`config.mk`:
```
export PLATFORM = sky130hd
export DESIGN_NAME = clk_div_int
export DESIGN_NICKNAME = d
export VERILOG_FILES = /design/src/rtl/clk_div_int.sv
export SDC_FILE = /design/constraint.sdc
export NUM_CORES = 1
export LEC_CHECK = 0
export CORE_MARGIN = 8
export CORE_UTILIZATION = 30
export CTS_CLUSTER_SIZE = 20
export DETAILED_ROUTE_END_ITERATION = 10
export SLEW_MARGIN = 10
export SYNTH_ARGS = -nofsm -noshare
export SYNTH_HDL_FRONTEND = slang
export SYNTH_SLANG_ARGS = --single-unit
```
`constraint.sdc`:
```
create_clock -name i_ref_clk -period 4.45 [get_ports i_ref_clk]
set_input_delay 1.1125 -clock i_ref_clk [delete_from_list [all_inputs] [get_ports i_ref_clk]]
set_output_delay 1.1125 -clock i_ref_clk [all_outputs]
set_load 0.02 [all_outputs]
```
`src/rtl/clk_div_int.sv`:
```
// Runtime-programmable integer clock divider with pass-through for ratios 0 and 1.
// Define CLK_DIV_ODD_BALANCE_EN to add a falling-edge stage that gives odd ratios a 50% duty cycle.
module clk_div_int #(
    parameter int RATIO_WIDTH = 8
) (
    input  logic                   i_ref_clk,
    input  logic                   i_rst,
    input  logic                   i_clk_en,
    input  logic [RATIO_WIDTH-1:0] i_div_ratio,
    output logic                   o_div_clk,
    output logic                   o_period_end
);

    localparam logic [RATIO_WIDTH-1:0] ONE = {{(RATIO_WIDTH-1){1'b0}}, 1'b1};

    logic [RATIO_WIDTH-1:0] ratio_q;
    logic [RATIO_WIDTH-1:0] cnt_q;
    logic                   pos_q;
    logic                   div_mode_q;

    logic [RATIO_WIDTH-1:0] ratio_next;
    logic [RATIO_WIDTH-1:0] cnt_next;
    logic [RATIO_WIDTH-1:0] cnt_plus;
    logic [RATIO_WIDTH-1:0] half;
    logic                   pos_next;
    logic                   div_mode_next;
    logic                   load;
    logic                   period_end_next;
    logic                   phase;

    assign half     = ratio_q >> 1;
    assign cnt_plus = cnt_q + ONE;

    // A new ratio is only accepted on a period boundary, while idle, or when the enable drops.
    assign load = !div_mode_q || (cnt_q == ratio_q - ONE) || !i_clk_en;

    always_comb begin
        ratio_next    = ratio_q;
        div_mode_next = div_mode_q;
        cnt_next      = cnt_q;
        pos_next      = pos_q;
        if (load) begin
            ratio_next    = i_div_ratio;
            div_mode_next = i_clk_en && (i_div_ratio > ONE);
            cnt_next      = '0;
            pos_next      = i_clk_en && (i_div_ratio > ONE);
        end else begin
            cnt_next = cnt_plus;
            pos_next = (cnt_plus < half);
        end
    end

    assign period_end_next = div_mode_next && (cnt_next == ratio_next - ONE);

    always_ff @(posedge i_ref_clk or posedge i_rst) begin
        if (i_rst) begin
            ratio_q      <= '0;
            cnt_q        <= '0;
            pos_q        <= 1'b0;
            div_mode_q   <= 1'b0;
            o_period_end <= 1'b0;
        end else begin
            ratio_q      <= ratio_next;
            cnt_q        <= cnt_next;
            pos_q        <= pos_next;
            div_mode_q   <= div_mode_next;
            o_period_end <= period_end_next;
        end
    end

`ifdef CLK_DIV_ODD_BALANCE_EN
    logic neg_q;

    // Half-cycle delayed copy of the phase stretches the high time by half a reference period.
    always_ff @(negedge i_ref_clk or posedge i_rst) begin
        if (i_rst) begin
            neg_q <= 1'b0;
        end else begin
            neg_q <= pos_q;
        end
    end

    assign phase = ratio_q[0] ? (pos_q | neg_q) : pos_q;
`else
    assign phase = pos_q;
`endif

    assign o_div_clk = div_mode_q ? phase : i_ref_clk;

endmodule

```
==> flow_summary.html <==
<table>
<tr><th>Metric</th><th>Value</th></tr>
<tr><th colspan="2">Run status</th></tr>
<tr><td>Result of the run</td><td>finished, final reports clean</td></tr>
<tr><th colspan="2">Critical path</th></tr>
<tr><td>Worst R2R Path Depth</td><td>16</td></tr>
<tr><td>Critical path class</td><td>clock port to output pin</td></tr>
<tr><td>Maximum fanout count along the critical path</td><td>2</td></tr>
<tr><td>CP Cell Sequence</td><td>clkbuf_8, clkbuf_8, mux2_2, clkdlybuf4s50_1</td></tr>
<tr><td>FF-to-FF setup slack</td><td>0.50 ns</td></tr>
<tr><td>CP Data Arrival Time</td><td>3.24 ns</td></tr>
<tr><td>Data required time at the worst endpoint</td><td>3.34 ns</td></tr>
<tr><td>Slowest stage delay, CP</td><td>0.54 ns</td></tr>
<tr><td>Cell with the most instances on the worst path</td><td>sky130_fd_sc_hd__clkbuf_8</td></tr>
<tr><td>Worst flop-to-flop path endpoint</td><td>o_period_end</td></tr>
<tr><td>Worst setup startpoint</td><td>i_ref_clk</td></tr>
<tr><td>Type of destination of the critical path</td><td>output pin</td></tr>
<tr><td>Type of element launching the critical path</td><td>clock port</td></tr>
<tr><td>Critical-path cell with the highest stage delay</td><td>sky130_fd_sc_hd__clkdlybuf4s50_1</td></tr>
<tr><td>Crit Reg-Reg Startpoint</td><td>ratio_q[1]</td></tr>
<tr><td>Capturing instance or port of the critical path</td><td>o_div_clk</td></tr>
<tr><th colspan="2">Job</th></tr>
<tr><td>Maximum capacitance violations</td><td>0</td></tr>
<tr><th colspan="2">Timing</th></tr>
<tr><td>Pin slew with the least headroom to its limit</td><td>0.760 ns</td></tr>
<tr><td>Setup Viol. Count Final</td><td>0</td></tr>
<tr><td>Setup repair after global routing missed its margin</td><td>no</td></tr>
<tr><td>Final sum of negative setup slack</td><td>0 ns</td></tr>
<tr><td>Slew margin rel.</td><td>49.3%</td></tr>
<tr><td>Slew Viols, Final</td><td>0</td></tr>
<tr><td>Number of hold violations in the final report</td><td>0</td></tr>
<tr><td>Setup clock skew after layout</td><td>0.00645 ns</td></tr>
<tr><th colspan="2">Layout</th></tr>
<tr><td>Post-route cell area</td><td>1770 µm²</td></tr>
<tr><td>Commonest cells after routing, fill and taps aside</td><td>sky130_fd_sc_hd__dfrtp_1 (19), sky130_fd_sc_hd__inv_1 (17), sky130_fd_sc_hd__nor2_1 (15), sky130_fd_sc_hd__clkdlybuf4s50_1 (12)</td></tr>
<tr><td>Area delta synth-&gt;final</td><td>17.8%</td></tr>
<tr><td>Number of nets in the layout</td><td>209</td></tr>
<tr><td>Ant diodes</td><td>0</td></tr>
<tr><td>Commonest non-fill, non-tap cell in the layout</td><td>sky130_fd_sc_hd__dfrtp_1</td></tr>
<tr><td>Share of cells above drive strength 1</td><td>7.98%</td></tr>
<tr><td>Filler cell count</td><td>478</td></tr>
<tr><th colspan="2">Logic synthesis</th></tr>
<tr><td>Async S/R FF share, synth</td><td>100%</td></tr>
<tr><td>Fraction of the yosys area taken by sequential cells</td><td>31.6%</td></tr>
<tr><td>Most area-hungry cell type in the Yosys netlist</td><td>sky130_fd_sc_hd__dfrtp_1</td></tr>
<tr><td>Syn nets</td><td>194</td></tr>
<tr><td>Number of warnings printed during yosys synthesis</td><td>0</td></tr>
<tr><td>Leading post-synthesis cells by cell area</td><td>sky130_fd_sc_hd__dfrtp_1 (32%), sky130_fd_sc_hd__ha_1 (7.5%), sky130_fd_sc_hd__xnor2_1 (6.4%)</td></tr>
<tr><td>Seq cells post-synth</td><td>19</td></tr>
<tr><td>Number of enable-type register cells in the synthesized netlist</td><td>0</td></tr>
<tr><td>Distinct cell type count of the synthesized netlist</td><td>49</td></tr>
<tr><td>Mapped Avg Cell Area</td><td>8.66 µm²</td></tr>
<tr><td>Top_reg_cell synth</td><td>sky130_fd_sc_hd__dfrtp_1</td></tr>
<tr><td>Cell count after synthesis</td><td>174</td></tr>
<tr><td>Share of the synthesized area in the top cell type</td><td>31.6%</td></tr>
<tr><td>Cell area after synthesis</td><td>1510 µm²</td></tr>
<tr><th colspan="2">Power</th></tr>
<tr><td>Worst-case vdd ir drop</td><td>318 µV</td></tr>
<tr><td>Static leakage</td><td>0.827 nW</td></tr>
<tr><td>Power density normalized to cell area</td><td>657 nW/µm²</td></tr>
<tr><td>Switching portion of total power</td><td>45.4%</td></tr>
<tr><td>Design internal power</td><td>0.636 mW</td></tr>
<tr><td>Portion of total power attributed to the clock network</td><td>19.3%</td></tr>
<tr><td>Combinational group share of total power</td><td>53.7%</td></tr>
<tr><td>Proportion of power drawn by flip-flops and latches</td><td>27.0%</td></tr>
<tr><td>Switch Pwr</td><td>0.529 mW</td></tr>
<tr><th colspan="2">Route</th></tr>
<tr><td>Total via count after detailed routing</td><td>1,280</td></tr>
<tr><td>DRC marker count from the first detailed-route iteration</td><td>82</td></tr>
<tr><td>Routed Antenna Nets</td><td>0</td></tr>
<tr><td>Final routed wirelength across all metal layers</td><td>3.78 mm</td></tr>
<tr><td>DRC viols</td><td>0</td></tr>
<tr><td>Routed wire per std cell</td><td>14.8 µm</td></tr>
<tr><td>Post-DR vias/cell</td><td>5.02</td></tr>
<tr><td>First-pass iteration count of the detailed router</td><td>4</td></tr>
<tr><th colspan="2">Global routing</th></tr>
<tr><td>Total overflow reported by the global router</td><td>0</td></tr>
<tr><td>Wire length of the first global-routing pass</td><td>6.73 mm</td></tr>
<tr><td>Via count of the first global-routing pass</td><td>1,397</td></tr>
<tr><td>Global-route track usage on met3</td><td>2.55%</td></tr>
<tr><td>Overall global routing resource usage</td><td>11.4%</td></tr>
<tr><td>Most used routing layer</td><td>met2</td></tr>
<tr><td>Pin count of the biggest net entering global routing</td><td>20</td></tr>
<tr><td>Met1 Usage GRT</td><td>13.8%</td></tr>
<tr><td>Initial antenna violation count</td><td>0</td></tr>
<tr><td>Met2 track utilization from global routing</td><td>18.2%</td></tr>
<tr><th colspan="2">Min path</th></tr>
<tr><td>Worst hold path class</td><td>flip-flop to flip-flop</td></tr>
<tr><th colspan="2">Die</th></tr>
<tr><td>IO Pins</td><td>13</td></tr>
<tr><td>Die outline height</td><td>86.9 µm</td></tr>
<tr><td>Area enclosed by the die boundary</td><td>7540 µm²</td></tr>
<tr><td>Area of the core</td><td>4790 µm²</td></tr>
<tr><td>Cell row count</td><td>25</td></tr>
<tr><td>Horiz. Die Dim</td><td>86.9 µm</td></tr>
<tr><td>Starting Density</td><td>31.5%</td></tr>
<tr><th colspan="2">CTS</th></tr>
<tr><td>CTS tree</td><td>yes</td></tr>
<tr><td>Postcts setup bufs</td><td>0</td></tr>
<tr><td>Post-CTS Hold Fix Bufs</td><td>0</td></tr>
<tr><td>Resize count post-CTS</td><td>0</td></tr>
<tr><td>Clock transition at the register clock pins on the worst setup and hold paths after CTS</td><td>0.08 ns</td></tr>
<tr><td>Clock latency on the worst-skew pair</td><td>0.37 ns</td></tr>
<tr><th colspan="2">Place</th></tr>
<tr><td>Area post-placement</td><td>1690 µm²</td></tr>
<tr><td>Quantity of I/O buffers inserted on ports</td><td>12</td></tr>
<tr><td>Half-perimeter wire length after placement</td><td>2.92 mm</td></tr>
<tr><td>Gp weighted congestion</td><td>0.848</td></tr>
</table>
-- critical path: cells and delay by family --
family	cells	cell delay (ns)
buffers and inverters	3	0.77
multiplexers	1	0.25
-- worst min-delay path by stage --
stage                         from        to  cells past startpoint
after floorplan           cnt_q[0]  cnt_q[0]                      1
after global placement    cnt_q[0]  cnt_q[0]                      1
after detailed placement  cnt_q[0]  cnt_q[0]                      1
after CTS                 cnt_q[0]  cnt_q[0]                      1
after global routing      cnt_q[0]  cnt_q[0]                      1
final                     cnt_q[0]  cnt_q[0]                      1
-- Yosys cell counts, types with 3 or more instances --
library cell              number
sky130_fd_sc_hd__buf_2         4
sky130_fd_sc_hd__dfrtp_1      19
sky130_fd_sc_hd__and3_1        6
sky130_fd_sc_hd__inv_1        17
sky130_fd_sc_hd__o21a_1        5
sky130_fd_sc_hd__xnor2_1      11
sky130_fd_sc_hd__nand2_1       8
sky130_fd_sc_hd__a21oi_1       6
sky130_fd_sc_hd__nand4_1       3
sky130_fd_sc_hd__nand3_1      10
sky130_fd_sc_hd__o21ai_1       5
sky130_fd_sc_hd__ha_1          9
sky130_fd_sc_hd__nor3_1        3
sky130_fd_sc_hd__o21ai_0       3
sky130_fd_sc_hd__xor2_1       11
sky130_fd_sc_hd__nor2_1       15
-- layer usage --
| metal | part of all wire, % | up-vias | wire length [µm] |
|---|---|---|---|
| li1 | - | 636 | - |
| met1 | 45 | 593 | 1710 |
| met2 | 48 | 46 | 1800 |
| met3 | 6.3 | 5 | 239 |
| met4 | 0.71 | 0 | 27 |
| met5 | 0 | - | 0 |
-- final cells by class --
cell class | instances | area, µm² | area share, %
well taps | 67 | 83.8 | 4.72
inverters | 18 | 67.6 | 3.81
multi-input cells | 131 | 932 | 52.5
flip-flops and latches | 19 | 475 | 26.8
clock inverters | 1 | 5.00 | 0.282
repair buffers | 12 | 118 | 6.63
clock buffers | 7 | 92.6 | 5.22
-- power by group through the flow --
| stage | sequential, mW | combinational (mW) | clock [mW] |
|---|---|---|---|
| floorplan | 0.283 | 0.503 | 0.0175 |
| global placement | 0.314 | 0.628 | 0.0300 |
| detailed placement | 0.316 | 0.625 | 0.0300 |
| CTS | 0.313 | 0.627 | 0.235 |
| global route | 0.323 | 0.708 | 0.244 |
| finish | 0.314 | 0.626 | 0.225 |
-- kinds of logic (layout without fill, tap and decap cells) --
group,count (synthesis),in the layout,share of synthesized area [%]
mux,3,3,2.08
xor+xnor,23,23,14.3
fa+ha+maj,9,9,7.48
compound gates,35,35,15.9
buf+inv,24,38,6.56
simple gates,61,61,22.2
flops,19,19,31.6
-- flip-flops by register name, indices dropped and copies added, names as in the netlist --
register,flops
cnt_q,8
div_mode_q,1
o_period_end,1
phase,1
ratio_q,8
-- per-stage QoR --
stage | cells | worst slack [ns] | total power [mW] | utilization (%) | hold slack, ns
final | 255 | 0.0957 | 1.17 | 37.1 | 0.611
after global routing | 255 | 0.0710 | 1.28 | 37.1 | 0.667
after CTS | 255 | 0.0698 | 1.18 | 37.1 | 0.614
after detailed placement | 248 | 0.253 | 0.972 | 35.2 | 0.601
after global placement | 248 | 0.350 | 0.972 | 35.2 | 0.609
after floorplan | 174 | 0.750 | 0.804 | - | 0.511
Note: power is estimated with default switching activity, not from simulation.
